File: src/rtl/pulse_burst_controller.sv
// Programmable pulse-burst sequencer: emits C single-cycle pulses spaced P clocks apart
// after an accepted start, with abort support and a one-cycle done strobe.
module pulse_burst_controller #(
    parameter int unsigned N = 8,
    parameter int unsigned M = 8
) (
    input  logic         clk,
    input  logic         rst,
    input  logic         start,
    input  logic [N-1:0] period,
    input  logic [M-1:0] count,
    input  logic         abort,
    output logic         busy,
    output logic         pulse,
    output logic         done,
    output logic [M-1:0] pulses_left
);

    typedef enum logic [0:0] {StIdle, StRun} state_e;

    state_e       state_q, state_d;
    logic [N-1:0] tick_q, tick_d;
    logic [N-1:0] period_q, period_d;
    logic [M-1:0] left_q, left_d;
    logic         busy_q, busy_d;
    logic         pulse_q, pulse_d;
    logic         done_q, done_d;
    logic         first_is_pulse;

    // tick holds (position within period - 1) for the current cycle, so it never exceeds P-1.
    assign first_is_pulse = (period == N'(1));

    always_comb begin
        state_d  = state_q;
        tick_d   = tick_q;
        period_d = period_q;
        left_d   = left_q;
        busy_d   = 1'b0;
        pulse_d  = 1'b0;
        done_d   = 1'b0;
        unique case (state_q)
            StIdle: begin
                left_d = '0;
                if (start) begin
                    if (period != '0 && count != '0) begin
                        state_d  = StRun;
                        period_d = period;
                        tick_d   = '0;
                        busy_d   = 1'b1;
                        pulse_d  = first_is_pulse;
                        left_d   = count - {{(M-1){1'b0}}, first_is_pulse};
                    end else begin
                        done_d = 1'b1;
                    end
                end
            end
            StRun: begin
                if (abort) begin
                    state_d = StIdle;
                    tick_d  = '0;
                    left_d  = '0;
                end else if (pulse_q && left_q == '0) begin
                    // Last pulse cycle just ended.
                    state_d = StIdle;
                    tick_d  = '0;
                    done_d  = 1'b1;
                end else begin
                    busy_d  = 1'b1;
                    tick_d  = (tick_q == period_q - N'(1)) ? '0 : tick_q + N'(1);
                    pulse_d = (tick_d == period_q - N'(1));
                    if (pulse_d) begin
                        left_d = left_q - M'(1);
                    end
                end
            end
            default: state_d = StIdle;
        endcase
    end

    always_ff @(posedge clk) begin
        if (rst) begin
            state_q  <= StIdle;
            tick_q   <= '0;
            period_q <= '0;
            left_q   <= '0;
            busy_q   <= 1'b0;
            pulse_q  <= 1'b0;
            done_q   <= 1'b0;
        end else begin
            state_q  <= state_d;
            tick_q   <= tick_d;
            period_q <= period_d;
            left_q   <= left_d;
            busy_q   <= busy_d;
            pulse_q  <= pulse_d;
            done_q   <= done_d;
        end
    end

    assign busy        = busy_q;
    assign pulse       = pulse_q;
    assign done        = done_q;
    assign pulses_left = left_q;

endmodule
File: config.mk
export PLATFORM = sky130hd
export DESIGN_NAME = pulse_burst_controller
export DESIGN_NICKNAME = d
export VERILOG_FILES = /design/src/rtl/pulse_burst_controller.sv
export SDC_FILE = /design/constraint.sdc
export NUM_CORES = 1
export LEC_CHECK = 0
export ABC_AREA = 1
export CORE_ASPECT_RATIO = 1.25
export CORE_MARGIN = 10
export CORE_UTILIZATION = 49
export DETAILED_ROUTE_END_ITERATION = 16
export PLACE_DENSITY_LB_ADDON = 0.1
export SYNTH_ARGS = -nofsm -noshare
export SYNTH_HDL_FRONTEND = slang
export SYNTH_SLANG_ARGS = --single-unit
File: constraint.sdc
create_clock -name clk -period 2.31 [get_ports clk]
set_clock_uncertainty 0.1 [all_clocks]
set_input_delay 0.462 -clock clk [delete_from_list [all_inputs] [get_ports clk]]
set_output_delay 0.462 -clock clk [all_outputs]
set_load 0.005 [all_outputs]
Word level (Yosys, flattened, before mapping) --
Cells that the tools add are included.
Cells by class: reduce and logical (&&, ||, !) cells 8, equal/unequal tests 7, bitwise operators 1, multiplexer cells 27, add/subtract/negate cells 4
Operators by type and width (count):
- $mux W8 | 10
- $pmux W8 S2 | 2
- $eq A8 B8 Y1 | 2
- $reduce_bool A8 Y1 | 2
- $sub A8 B1 Y8 const B | 2
- $mux W1 | 12
- $add A8 B1 Y8 const B | 1
- $eq A8 B1 Y1 const B | 1
- $logic_not A8 Y1 | 1
- $sub A8 B1 Y8 | 1
- $pmux W1 S2 | 3
- $ne A2 B2 Y1 const B | 2
- $reduce_and A2 Y1 | 2
- $ne A3 B2 Y1 const B | 1
- $ne A3 B3 Y1 const B | 1
- $reduce_and A3 Y1 | 1
- $logic_and A1 B1 Y1 | 2
- $not A1 Y1 | 1
Storage, ports and cells: word-level logic and storage cells 53, output and inout port bits 11, input port bits 20, bits in registers 27

Depth between registers and ports, before layout --
Gate-level depths: netlist of run 1.
depth after elaboration 8, depth in mapped cells 21, depth with buffers taken out 20

Worst setup path before layout of run 1 --
Ideal clock, no wire load.
path type reg-to-reg, start register period_q[0], end register left_q[1] (netlist: pulses_left[1]), setup slack -0.124 ns, stages on the path, launching flop included 18, required time 2.095 ns, clock period less this slack 2.434 ns, arrival 2.219 ns, cells stage by stage dfxtp_1 inv_2 ha_1 or2_1 nand3_1 nand2_1 nor3_2 nand3_2 buf_6 nand2_1 nand2_1 nand2_1 nand2_1 nor2_2 nand3_2 buf_6 a21oi_1 nor2_1
Between the ends: word-level cells in the longest chain between the ends 6
Ends and longest elaborated chain:
- start: declaration | line 23 | logic [N-1:0] period_q, period_d;
- start signal: assignment | line 92 | period_q <= period_d;
- $sub A8 B1 Y8 (*) | line 69, 70
- $eq A8 B8 Y1 | line 69 | tick_d = (tick_q == period_q - N'(1)) ? '0 : tick_q + N'(1);
- $mux W8 | line 69
- $eq A8 B8 Y1 (*) | line 70 | pulse_d = (tick_d == period_q - N'(1));
- $ne A3 B2 Y1 (no line) (*)
- $reduce_and A2 Y1 (no line) (*)
- end signal: assignment | line 93 | left_q <= left_d;
- end: declaration | line 24 | logic [M-1:0] left_q, left_d;
Mark *: on every way between the ends. The rest lies on a longest branch, timed or not. A chain may end at the register's enable or synchronous reset.

Worst setup path after layout of run 1 --
start register period_q[1], end register left_q[4] (netlist: pulses_left[4])
Same word-level chain as after synthesis.

==> flow_summary.json, run 1 <==
{
  "fmaxAchievable_mhz": 387,
  "pre_cts_ws_ns": -0.361,
  "diodes": 0,
  "finalCritPeriodShare": 1.12,
  "synth_nets": 355,
  "drive_gt1_frac": 0.265,
  "placementRows": 26,
  "vias_per_cell": 5.17,
  "grt_pass1_vias": 2459,
  "setup_ws_ns": -0.275,
  "finalHoldViolations": 0,
  "clock_path_buffers": 2,
  "end_kind": "register",
  "slew-limit-headroom": 0.648,
  "violations": "setup timing",
  "finalWirelength_um": 6610,
  "p_sw_frac": 0.357,
  "ant_nets": 0,
  "synth_cells": 330,
  "clock_latency_ns": 0.28,
  "maxCapViolations": 0,
  "clock-sinks": 27,
  "ys_ff_latch": 27,
  "gr-usage-met2": 0.344,
  "slew_viol_final": 0,
  "cp-start-kind": "register",
  "rsz0062_at_grt": "yes",
  "io_buffers": 30,
  "drtPass1Iterations": 4,
  "grt_use_met3": 0.0322,
  "ys_warn_count": 0,
  "p_seq_frac": 0.390,
  "switchingPower_mw": 0.474,
  "n_fill_cell": 364,
  "ios": 31,
  "grt_max_degree": 18,
  "dp_hpwl_um": 4750,
  "drt_iter0_drc": 133,
  "crit_fanout": 8,
  "ys_seq_area_frac": 0.267,
  "power_frac_comb": 0.393,
  "synthToLayoutAreaGrowth_pct": 50.3,
  "die_area_um2": 7130,
  "vdd_drop_max_uv": 255,
  "syn_area_um2": 2030,
  "cts_buffers": 3,
  "avgSynthCellArea_um2": 6.14,
  "root_buffer": "clkbuf_8",
  "gr-total-overflow": 0,
  "synth_cell_types": 27,
  "fp.coreArea_um2": 4030,
  "vias": 2433,
  "grt-busiest-layer": "met2",
  "pwr_density_cell_nw_per_um2": 435,
  "wl_per_cell_um": 14.0,
  "r2r_cells": 18,
  "path_class": "register to register",
  "die_width_um": 77.5,
  "status": "complete, but fails checks",
  "holdWs_ns": 0.438,
  "die_y_um": 91.9,
  "htreeDepth": 1,
  "clk_pin_slew_ns": 0.10,
  "period_needed_ns": 2.59,
  "grt_pass1_wl_um": 10400,
  "antenna_found_initial": 0,
  "leakagePower_nw": 1.38,
  "cp_data_required_time_ns": 2.44,
  "min_path_type": "register to register",
  "final_cells": 471,
  "drcViolationCount": 0,
  "min_path_cells": 2,
  "track_usage": 0.174,
  "tritoncts": "built",
  "intPower_mw": 0.852,
  "clkPwrFrac": 0.218,
  "arrival_ns": 2.72,
  "dp.cells": 463,
  "setup_violations": 8,
  "worst_slew_pin_slew_ns": 0.528,
  "gp_congestion": 0.977,
  "grt_util_met1": 0.159,
  "layout.nets": 441,
  "initial_utilization": 0.502
}
-- cell usage in the layout, fill, tap and decap left out, types with 3 or more instances in the layout --
| cell type | instances |
|---|---|
| clkbuf_8 | 3 |
| xor2_1 | 13 |
| a21oi_2 | 5 |
| nor3_1 | 3 |
| nand3_2 | 5 |
| buf_6 | 5 |
| inv_2 | 4 |
| clkdlybuf4s50_1 | 30 |
| nand2_2 | 16 |
| o22ai_1 | 8 |
| ha_1 | 4 |
| nor2_2 | 5 |
| nor2_4 | 3 |
| nor2_1 | 25 |
| nand2_1 | 70 |
| nand3_1 | 37 |
| xnor2_1 | 4 |
| nand4_1 | 4 |
| buf_4 | 53 |
| o21ai_0 | 9 |
| a21oi_1 | 21 |
| nand3b_1 | 5 |
| nor4_1 | 3 |
| dfxtp_1 | 25 |
| inv_1 | 37 |
-- what timing repair did --
item,CTS,global route
cloned,0,2
buffers inserted,0,2
setup endpoints to repair,8,9
resized for setup,7,39
hold buffers,0,0
hold endpoints to repair,0,0
pin swaps,1,21
-- through the flow --
step | utilization | setup TNS [ns] | area (um^2) | total power [mW]
6_report | 0.755 | -2.09 | 3050 | 1.33
2_1_floorplan | - | 0 | 2040 | 0.785
3_3_place_gp | 0.692 | -1.75 | 2790 | 0.975
5_1_grt | 0.755 | -3.51 | 3050 | 1.41
4_1_cts | 0.709 | -1.22 | 2860 | 1.27
3_5_place_dp | 0.692 | -1.96 | 2790 | 0.984
-- worst max-delay path, stage by stage, from the launching register on --
cell and delay (ns):
dfxtp_2 0.37, inv_2 0.06, ha_4 0.17, or2_1 0.23, nand3_1 0.10, nand2_2 0.07, nor3_4 0.21, nand3_4 0.14
buf_6 0.16, nand2_1 0.08, nand2_1 0.08, nand2_1 0.08, nand2_2 0.07, nor2_4 0.11, nand3_4 0.11, clkbuf_16 0.19
nand3_2 0.05, nand2_1 0.05, nor2_1 0.11
-- final timing paths --
check	startpoint	end	slack, ns
max	period_q[1]$_SDFFE_PP0P_	pulses_left[4]$_SDFFE_PP0P_	-0.28
min	period_q[7]$_SDFFE_PP0P_	period_q[7]$_SDFFE_PP0P_	0.44
max reg2reg	period_q[1]$_SDFFE_PP0P_	pulses_left[4]$_SDFFE_PP0P_	-0.28
min reg2reg	period_q[7]$_SDFFE_PP0P_	period_q[7]$_SDFFE_PP0P_	0.44
-- flip-flops by register name (all words and copies together) (netlist names) --
register and flops:
busy 1, period_q 8, pulse 1, tick_q 8, pulses_left 8, done 1
-- power by group through the flow --
stage               clock (mW)  combinational [mW]  sequential, mW
floorplan                    0               0.261           0.523
global placement             0               0.450           0.525
detailed placement           0               0.459           0.525
CTS                      0.293               0.467           0.515
global route             0.309               0.578           0.521
finish                   0.289               0.521           0.517
-- layout make-up --
type	instances	area, um^2	share of cell area
Tap cell	56	70.1	0.0230
Multi-Input combinational cell	251	1430	0.468
Clock buffer	3	41.3	0.0136
Timing Repair Buffer	90	800	0.262
Inverter	43	161	0.0530
Sequential cell	27	543	0.178
Clock inverter	1	5.00	0.00164
-- kinds of logic after synthesis --
logic type                 share of synthesized area
and+or+nand+nor                                0.407
adders and majority gates                     0.0309
DFF                                            0.267
AOI/OAI and AO/OA                              0.117
xor gates and xnor gates                      0.0735
buffers and inverters                          0.105
-- layer usage --
layer / vias to the layer above / wire, um / part of all wire
met5: - / 0 / 0
met1: 1113 / 2350 / 0.36
met2: 52 / 3680 / 0.56
li1: 1244 / - / -
met4: 0 / 343 / 0.052
met3: 24 / 240 / 0.036
-- Yosys cell counts --
| master | n | area [um^2] |
|---|---|---|
| nor2_1 | 29 | 109 |
| o21ai_0 | 9 | 45.0 |
| clkbuf_1 | 5 | 18.8 |
| a21oi_1 | 26 | 130 |
| o21ai_1 | 1 | 5.00 |
| dfxtp_1 | 27 | 541 |
| inv_2 | 4 | 15.0 |
| nand3_2 | 3 | 30.0 |
| o22ai_1 | 8 | 50.1 |
| buf_6 | 2 | 22.5 |
| nor3_1 | 3 | 15.0 |
| nand4_1 | 4 | 25.0 |
| or2_1 | 1 | 6.26 |
| xor2_1 | 13 | 114 |
| inv_1 | 37 | 139 |
| nand2_1 | 88 | 330 |
| and3_1 | 2 | 12.5 |
| nor4_1 | 3 | 18.8 |
| nand3_1 | 41 | 205 |
| nor2_2 | 4 | 25.0 |
| o21a_1 | 1 | 7.51 |
| buf_2 | 2 | 10.0 |
| ha_1 | 5 | 62.6 |
| nand3b_1 | 5 | 37.5 |
| clkinv_1 | 2 | 7.51 |
| nor3_2 | 1 | 10.0 |
| xnor2_1 | 4 | 35.0 |
(Power assumes the default switching activity.)
==> run 2, diff against run 1 <==
ABC_AREA = not set   (was 1)
CORE_UTILIZATION = 50   (was 49)
GPL_TIMING_DRIVEN = 0   (was not set)
==> flow_summary.json, run 2 <==
{
  "status": "complete, but fails checks",
  "violations": "setup timing",
  "clock-sinks": 27,
  "avgSynthCellArea_um2": 7.82,
  "gr-total-overflow": 0,
  "crit_buf_inv": 2,
  "grt_pass1_vias": 2185,
  "wl_per_cell_um": 16.3,
  "ys_seq_area_frac": 0.248,
  "finalCritPeriodShare": 1.29,
  "syn_area_um2": 2180,
  "synth-async-reset-ratio": 0,
  "cp-start-kind": "register",
  "crit_slowest_cell": "or4b_4",
  "vias": 2231,
  "worst_slew_pin_slew_ns": 0.558,
  "crit_family": "simple AND/OR/NAND/NOR gates",
  "yosys.cell_count.top_type": "nor2_1",
  "synth_cells": 279,
  "maxCapViolations": 0,
  "synth_nets": 304,
  "pre_cts_ws_ns": -0.809,
  "min_path_cells": 2,
  "diodes": 0,
  "clock_latency_ns": 0.28,
  "final_common_cell": "nor2_1",
  "leakagePower_nw": 1.08,
  "ys_ff_latch": 27,
  "gp_congestion": 0.933,
  "end_kind": "register",
  "worstHoldStart": "period_q[0]$_SDFFE_PP0P_",
  "synth_largest_area_cell": "dfxtp_1",
  "path_class": "register to register",
  "synth_mux_area_frac": 0.0413,
  "min_to": "period_q[0]$_SDFFE_PP0P_",
  "crit_fanout": 5,
  "fin_area_um2": 2900,
  "holdWs_ns": 0.414,
  "synth_cell_types": 56,
  "crit_chain": "inv_2 > ha_4 > xnor2_4 > xnor2_1 > or4b_4 > or3_4 > o211ai_1 > o31a_1 > buf_4 > a41oi_2 > o221a_1",
  "multi_input_area_um2": 1680,
  "ant_nets": 0,
  "track_usage": 0.170,
  "finalWirelength_um": 6260,
  "root_buffer": "clkbuf_8",
  "layout.nets": 355,
  "clk_pin_slew_ns": 0.09,
  "synthXorXnorAreaFrac": 0.150,
  "synth_simple_gate_area_frac": 0.287,
  "die_width_um": 79.1,
  "r2r_end": "pulses_left[0]$_SDFFE_PP0P_",
  "tns_ns": -7.22,
  "period_needed_ns": 2.97,
  "fp.coreArea_um2": 4160,
  "synth_top_family_by_area": "simple AND/OR/NAND/NOR gates",
  "setup_violations": 16,
  "drive_gt1_frac": 0.173,
  "synthToLayoutAreaGrowth_pct": 32.9,
  "pwr_density_cell_nw_per_um2": 457,
  "initial_utilization": 0.524,
  "vdd_drop_max_uv": 281,
  "htreeDepth": 1,
  "arrival_ns": 3.06,
  "antenna_found_initial": 0,
  "max_stage_delay_ns": 0.53,
  "drtPass1Iterations": 4,
  "slew-limit-headroom": 0.628,
  "ios": 31,
  "synth_ff_type": "dfxtp_1",
  "cp_data_required_time_ns": 2.39,
  "min_path_type": "register to register",
  "grt_max_degree": 15,
  "synth.top_cells.by_count": "37 x nor2_1, 27 x dfxtp_1, 22 x nand2_1",
  "drcViolationCount": 0,
  "register_area_um2": 551,
  "grt_pass1_wl_um": 10300,
  "ys_top_cells_by_area": "dfxtp_1 25%, xnor2_1 8.4%, nor2_1 6.4%",
  "drt_iter0_drc": 130,
  "regToRegSetupSlack_ns": -0.66,
  "vias_per_cell": 5.79,
  "reg2reg_from": "period_q[0]$_SDFFE_PP0P_",
  "fmaxAchievable_mhz": 336,
  "postCtsHoldBufs": 0,
  "synthAdderAreaFrac": 0.0287,
  "yosysTopAreaCellShare": 0.248,
  "mostFrequentLayoutCells": "36 x nor2_1, 26 x clkdlybuf4s50_1, 23 x dfxtp_1",
  "die_y_um": 93.9,
  "ys_warn_count": 0,
  "r2r_cells": 11,
  "die_area_um2": 7420,
  "clock_path_buffers": 2,
  "synth_edf_count": 0,
  "dp_hpwl_um": 4540,
  "crit_cells": 11,
  "n_fill_cell": 361,
  "rsz0062_at_grt": "yes",
  "cts_buffers": 3,
  "slew_viol_final": 0,
  "io_buffers": 29,
  "placementRows": 26,
  "finalHoldViolations": 0,
  "tritoncts": "built",
  "postPlaceCellArea_um2": 2590,
  "synth_compound_gate_area_share": 0.195,
  "setup_ws_ns": -0.663
}
[run 2: changes by cell type after synthesis, moves of 9 or more]
cell,before,now
a21oi_1,26,13
inv_1,37,14
mux2i_1,0,9
nand2_1,88,22
nand3_1,41,13
xnor2_1,4,21
[run 2: logic make-up after synthesis]
kind of cell    Yosys count
flops                    27
mux                       9
buf+inv                  27
fa+ha+maj                 5
simple gates            119
xor+xnor                 35
compound gates           57
[run 2: area by class of cell]
type | instances | share of cell area
inverters | 14 | 0.0181
plain buffers | 13 | 0.0259
clock buffers | 4 | 0.0155
repair buffers | 46 | 0.147
multi-input cells | 225 | 0.580
flip-flops and latches | 27 | 0.190
well taps | 56 | 0.0242
[run 2: metal layers]
layer | up-vias | global-route usage | part of all wire
li1 | 1113 | - | -
met1 | 1050 | 0.183 | 0.41
met2 | 55 | 0.319 | 0.54
met3 | 13 | 0.0287 | 0.032
met4 | 0 | 0.0674 | 0.022
met5 | - | 0 | 0
[run 2: power breakdown]
group          total [mW]  switching (mW)  internal (mW)
clock network       0.283           0.159          0.124
registers           0.518          0.0312          0.487
logic               0.525           0.261          0.264
[run 2: worst max path at each step]
stage / slack [ns] / start / endpoint
after floorplan: -0.43 / period_q[0]$_SDFFE_PP0P_ / pulses_left[3]$_SDFFE_PP0P_
after global placement: -0.76 / period[3] / pulses_left[4]$_SDFFE_PP0P_
after detailed placement: -0.81 / period[3] / pulses_left[4]$_SDFFE_PP0P_
after CTS: -0.65 / period_q[0]$_SDFFE_PP0P_ / pulses_left[2]$_SDFFE_PP0P_
after global routing: -0.78 / period_q[0]$_SDFFE_PP0P_ / pulses_left[2]$_SDFFE_PP0P_
final: -0.66 / period_q[0]$_SDFFE_PP0P_ / pulses_left[0]$_SDFFE_PP0P_
[run 2: through the flow]
| stage | util | std cells | power [mW] |
|---|---|---|---|
| detailed placement | 0.621 | 364 | 0.955 |
| global placement | 0.621 | 364 | 0.949 |
| CTS | 0.670 | 378 | 1.30 |
| global route | 0.696 | 385 | 1.40 |
| finish | 0.696 | 385 | 1.33 |
| floorplan | - | 279 | 0.828 |
[run 2: repair_timing]
action,4_1_cts,5_1_grt
buffers inserted,9,7
pin swaps,7,3
gates resized for setup,23,17
endpoints found under the setup margin,25,25
cloned,1,0
[run 2: worst min-delay path, stage by stage, from the launching register on]
cell and delay [ns]:
dfxtp_4 0.37, nand2_1 0.06, a21oi_1 0.05
